===== config.mk =====
export PLATFORM = sky130hd
export DESIGN_NAME = dac_stream
export DESIGN_NICKNAME = d
export VERILOG_FILES = /design/src/rtl/dac_stream_pkg.sv /design/src/rtl/dac_stream_sample_fifo.sv /design/src/rtl/dac_stream.sv
export SDC_FILE = /design/constraint.sdc
export NUM_CORES = 1
export LEC_CHECK = 0
export ABC_AREA = 1
export CORE_ASPECT_RATIO = 0.6
export CORE_UTILIZATION = 35
export CTS_CLUSTER_DIAMETER = 60
export DETAILED_ROUTE_END_ITERATION = 8
export PLACE_DENSITY_LB_ADDON = 0.15
export SLEW_MARGIN = 5
export SYNTH_ARGS = -nofsm -noshare
export SYNTH_HDL_FRONTEND = slang
export SYNTH_SLANG_ARGS = --single-unit

===== constraint.sdc =====
create_clock -name clk -period 2.75 [get_ports clk]
set_input_delay 0.55 -clock clk [delete_from_list [all_inputs] [get_ports clk]]
set_output_delay 0.55 -clock clk [all_outputs]
set_load 0.005 [all_outputs]

===== src/rtl/dac_stream_pkg.sv =====
// Shared definitions for the DAC sample output stage.
//   DEF_*         default parameter values for dac_stream
//   CH_LEFT/RIGHT channel index of the left/right sample inside a frame
//   UNDERRUN_MAX  saturation value of the underrun counter
//   sat_inc16     saturating 16-bit increment
package dac_stream_pkg;

  localparam int DEF_WIDTH      = 4;
  localparam int DEF_CHANNELS   = 2;
  localparam int DEF_SAMPLE_DIV = 656;
  localparam int DEF_DEPTH      = 8;

  localparam int CH_LEFT  = 0;
  localparam int CH_RIGHT = 1;

  localparam logic [15:0] UNDERRUN_MAX = 16'hFFFF;

  function automatic logic [15:0] sat_inc16(input logic [15:0] value);
    return (value == UNDERRUN_MAX) ? value : value + 16'd1;
  endfunction

endpackage


===== src/rtl/dac_stream_sample_fifo.sv =====
// Synchronous frame FIFO with zero read latency.
//   clk, reset  rising-edge clock, synchronous active-high reset
//   push        write push_data this edge (ignored when full)
//   push_data   frame to store
//   pop         drop the head frame this edge (ignored when empty)
//   head        oldest stored frame, visible combinationally
//   level       frames held, 0..DEPTH
// The level is an explicit counter; pointers simply wrap modulo DEPTH,
// which is a power of two.
module sample_fifo #(
  parameter int WIDTH = 8,
  parameter int DEPTH = 8
) (
  input  logic                     clk,
  input  logic                     reset,
  input  logic                     push,
  input  logic [WIDTH-1:0]         push_data,
  input  logic                     pop,
  output logic [WIDTH-1:0]         head,
  output logic [$clog2(DEPTH):0]   level
);

  localparam int AW = $clog2(DEPTH);
  localparam int LW = AW + 1;

  logic [WIDTH-1:0] mem [DEPTH];
  logic [AW-1:0]    wr_ptr;
  logic [AW-1:0]    rd_ptr;
  logic             push_ok;
  logic             pop_ok;

  assign push_ok = push && (level < LW'(DEPTH));
  assign pop_ok  = pop && (level != '0);
  assign head    = mem[rd_ptr];

  always_ff @(posedge clk) begin
    if (reset) begin
      wr_ptr <= '0;
      rd_ptr <= '0;
      level  <= '0;
    end else begin
      if (push_ok) wr_ptr <= wr_ptr + AW'(1);
      if (pop_ok)  rd_ptr <= rd_ptr + AW'(1);
      if (push_ok && !pop_ok)      level <= level + LW'(1);
      else if (pop_ok && !push_ok) level <= level - LW'(1);
    end
  end

  // Storage carries no reset: a frame is only ever read after being written.
  always_ff @(posedge clk) begin
    if (push_ok) mem[wr_ptr] <= push_data;
  end

endmodule


===== src/rtl/dac_stream.sv =====
// N-channel audio sample output stage.
//   clk, reset      rising-edge clock, synchronous active-high reset
//   enable          run the sample divider and PWM; low pauses playback
//   in_valid/ready  producer frame handshake
//   in_data         frame, channel c at [c*WIDTH +: WIDTH]
//   sample_tick     one-cycle pulse on the cycle out_sample was updated
//   out_sample      current samples, same packing as in_data
//   pwm_out         per-channel first-order PWM bit
//   fifo_level      frames buffered, 0..DEPTH
//   underrun_count  ticks that found the FIFO empty, saturating
//
// Handshake: a frame transfers on every rising edge where in_valid and
// in_ready are both high. in_ready depends only on reset and the pre-edge
// level, never on in_valid, so a full FIFO refuses a frame even on an edge
// that also pops one.
module dac_stream
  import dac_stream_pkg::*;
#(
  parameter int WIDTH      = DEF_WIDTH,
  parameter int CHANNELS   = DEF_CHANNELS,
  parameter int SAMPLE_DIV = DEF_SAMPLE_DIV,
  parameter int DEPTH      = DEF_DEPTH
) (
  input  logic                          clk,
  input  logic                          reset,
  input  logic                          enable,
  input  logic                          in_valid,
  output logic                          in_ready,
  input  logic [CHANNELS*WIDTH-1:0]     in_data,
  output logic                          sample_tick,
  output logic [CHANNELS*WIDTH-1:0]     out_sample,
  output logic [CHANNELS-1:0]           pwm_out,
  output logic [$clog2(DEPTH):0]        fifo_level,
  output logic [15:0]                   underrun_count
);

  localparam int FW = CHANNELS * WIDTH;
  localparam int DW = (SAMPLE_DIV > 2) ? $clog2(SAMPLE_DIV) : 1;
  localparam int LW = $clog2(DEPTH) + 1;

  logic [DW-1:0]    div_cnt;
  logic             tick;
  logic             push;
  logic             pop;
  logic             have_frame;
  logic [FW-1:0]    head;
  logic [WIDTH-1:0] pwm_cnt;
  logic [CHANNELS-1:0] pwm_next;

  assign in_ready   = !reset && (fifo_level < LW'(DEPTH));
  assign push       = in_valid && in_ready;
  assign have_frame = (fifo_level != '0);
  assign tick       = enable && (div_cnt == DW'(SAMPLE_DIV - 1));
  // A frame pushed on a tick edge into an empty FIFO is not yet at the head,
  // so that tick is an underrun.
  assign pop        = tick && have_frame;

  sample_fifo #(
    .WIDTH (FW),
    .DEPTH (DEPTH)
  ) u_fifo (
    .clk       (clk),
    .reset     (reset),
    .push      (push),
    .push_data (in_data),
    .pop       (pop),
    .head      (head),
    .level     (fifo_level)
  );

  // Sample-period divider; drops back to 0 whenever playback is paused so the
  // first tick after resuming is a full period away.
  always_ff @(posedge clk) begin
    if (reset || !enable || tick) div_cnt <= '0;
    else                          div_cnt <= div_cnt + DW'(1);
  end

  always_ff @(posedge clk) begin
    if (reset) begin
      sample_tick    <= 1'b0;
      out_sample     <= '0;
      underrun_count <= '0;
    end else begin
      sample_tick <= tick;
      if (tick) begin
        if (have_frame) begin
          out_sample <= head;
        end else begin
          out_sample     <= '0;
          underrun_count <= sat_inc16(underrun_count);
        end
      end
    end
  end

  always_ff @(posedge clk) begin
    if (reset || !enable) pwm_cnt <= '0;
    else                  pwm_cnt <= pwm_cnt + WIDTH'(1);
  end

  // Sample s is high for s of every 2^WIDTH counter values.
  for (genvar c = 0; c < CHANNELS; c++) begin : g_pwm
    assign pwm_next[c] = enable && (pwm_cnt < out_sample[c*WIDTH +: WIDTH]);
  end

  always_ff @(posedge clk) begin
    if (reset) pwm_out <= '0;
    else       pwm_out <= pwm_next;
  end

endmodule

==> key figures <==
Detailed routing
  – Drt total wl: 12500 µm
  – Antenna-violating nets left: 0
  – Drt first pass iters: 5
  – Drt drc: 0
  – WL/cell: 14.6 µm
  – Vias: 4037
  – Starting DRC count in detailed routing: 234
  – Via-to-Cell Ratio: 4.72

Layout
  – Inserted Diodes: 0
  – Layout Nets: 672
  – Fillcell total: 1365
  – Layout cells sized above 1: 0.109
  – Final instance area: roughly 6700 µm²
  – Most common cell after layout, fill and taps aside: nor2_1
  – Layout area overhead: 25.6%
  – Commonest non-fill, non-tap cells in the layout: 113 x nor2_1, 87 x nand2_1, 64 x edfxtp_1

Power
  – IR drop worst, VDD: 0.000332 V
  – Pwr Density: between 600 and 700 nW/µm²
  – LEAKAGE: 0.00246 µW

Clock tree
  – H-Tree Depth: 4
  – Clock-pin slew of the registers on the worst-case setup and hold paths: 50 ps
  – CTS buffer count: 17
  – Clock Latency Late Sink: between 400 and 500 ps
  – Post-CTS Setup Bufs: 0
  – Clock sink count: 118
  – Root Buffer: clkbuf_16
  – Post_cts resized: 0
  – Clock Path Buffers: 2
  – Hold_buf cts: 0
  – TritonCTS clock tree: yes

GRT
  – Largest net degree at the start of global routing: 33
  – All-layer global routing usage: 0.169
  – First-pass GRT wire length: 20200 µm
  – Grt ovf: 0
  – Antenna violations before repair: 0
  – Vias in the first global route: 3775

Worst setup path
  – Top Family by Delay on Critical Path: buffers and inverters
  – CP max FO: 3
  – Worst path bufs/invs: 3
  – CP Capture Type: flip-flop
  – CP peak stage delay: 510 ps
  – Slowest CP cell: clkdlybuf4s50_1
  – Crit path DAT: 2670 ps
  – FF-to-FF setup slack: roughly 500 ps
  – Worst path required time: 3080 ps
  – CP cell instances: clkdlybuf4s50_1, nand2_1, inv_2, nand3_4, nor2_4, nand2_4, ha_1, inv_1, ha_1, nand3_1, nand3_1, xor2_1, nand2_1, a21oi_1
  – CP Launch Type: input pin
  – CP Class: in -> reg

Job
  – Max Cap Viol: 0

Floorplan
  – Starting density of the core: 0.364
  – Std-Cell Core Area: 14700 µm²
  – Die Y: 97.7 µm
  – DIE AREA: approximately 16000 µm²
  – # IOs: between 40 and 50
  – Die W: 161 µm
  – Num rows: 34

Logic synthesis
  – Synth area leader: edfxtp_1
  – Top cells by area, synth: edfxtp_1 36%, dfxtp_1 20%, nor2_1 7.9%
  – Post-Syn Area per Cell: roughly 9.1 µm²
  – Flops & latches, synth: around 120
  – Syn Std Cell Area: 5340 µm²
  – Part of the Yosys area used for sequential elements: 0.562
  – Syn Inst Count: 585
  – Post-synth cell types: 34
  – Net count after synthesis: 612
  – Yosys warns: 0
  – Area share of the largest cell type after synthesis: 0.360

Placement
  – Post-DP HPWL: 8690 µm
  – Placed cell area: 6040 µm²
  – Buffers on Ports: 43
  – RD Place Congestion: between 0.7 and 0.8

Timing
  – Total Neg Setup Slack: 0 ps
  – Pins Over Slew Limit: 0
  – Rel. slew slack: 0.429
  – Worst slew pin tran: 856 ps
  – Tmin final: 2340 ps
  – Final Cycle Share: 0.850
  – RSZ-0062 raised after global routing: false
  – Fmax: 0.428 GHz
  – Count of final setup violators: 0
  – Final Skew: 12.4 ps
  – Hold Vio Cnt, Final: 0

Hold path
  – Hold Crit Class: reg -> reg

Run status
  – Status: finished, final reports clean
==> final cells by class <==
type	count	area [µm²]	share of cell area
clock buffer	22	464	0.0692
tap	198	248	0.0369
multi-input combinational	394	2040	0.304
timing repair buffer	57	536	0.0799
inverter	57	219	0.0326
clock inverter	10	200	0.0299
sequential	118	3000	0.448
==> metal layers <==
metal	share of wire	routed length [µm]	global-route usage	vias up
met5	0	0	0	-
met4	0.0083	104	0.0522	0
met3	0.051	641	0.0346	10
met2	0.40	4970	0.226	107
met1	0.54	6790	0.264	1851
li1	-	-	-	2069
==> flip-flops by register name, summed over array words and instances (netlist names), named ones only <==
signal,flops
div_cnt,10
u_fifo.level,4
u_fifo.mem,64
u_fifo.rd_ptr,3
pwm_cnt,4
u_fifo.wr_ptr,3
out_sample,8
sample_tick,1
underrun_count,16
pwm_out,2
==> where the power goes <==
group,switching [µW],leakage (µW),internal (µW)
Combinational,110,0.00113,67.5
Clock,739,0.000321,1740
Sequential,18.6,0.00101,1880
Total,868,0.00246,3690
==> worst paths after layout <==
check / from / to / cells after the start
setup / recovery: enable / u_fifo.level[3] / 14
hold / removal: div_cnt[0] / div_cnt[0] / 1
setup reg to reg: div_cnt[0] / u_fifo.level[3] / 12
hold reg to reg: div_cnt[0] / div_cnt[0] / 1
==> kinds of logic (layout without fill, tap and decap cells) <==
logic type	count (synthesis)	after routing	share of synthesized area
buffers and inverters	73	146	0.0560
DFF	118	118	0.562
and+or+nand+nor	290	290	0.252
AOI/OAI and AO/OA	75	75	0.0703
adders and majority gates	15	15	0.0366
xor gates and xnor gates	14	14	0.0230
==> Yosys cell counts <==
master and count:
nor3b_1 1, nand2_2 5, o21ai_0 39, nor2_1 113, nor2_4 3, nand4_4 1
nand3b_1 1, nand3_1 48, nand2_4 2, xor2_1 9, clkbuf_1 5, or2_2 1
nand2_1 87, buf_2 8, nor3_4 1, clkinv_4 1, nand3_2 2, buf_6 1
nor3_2 1, inv_1 51, nand4_1 7, xnor2_1 5, nor2_2 8, clkinv_1 1
fa_1 1, nand3_4 3, nor3_1 6, clkbuf_2 2, ha_1 14, inv_2 4
edfxtp_1 64, dfxtp_1 54, a21oi_1 34, o21ai_1 2
==> stage by stage <==
step,worst slack [ps],std cells,util,hold WS [ps],power [µW]
global placement,86.6,824,0.412,432,2110
CTS,427,856,0.457,448,4590
detailed placement,37.0,824,0.412,436,2110
global route,251,856,0.457,484,4700
floorplan,585,585,-,418,2030
finish,411,856,0.457,445,4560
(Power assumes the default switching activity.)
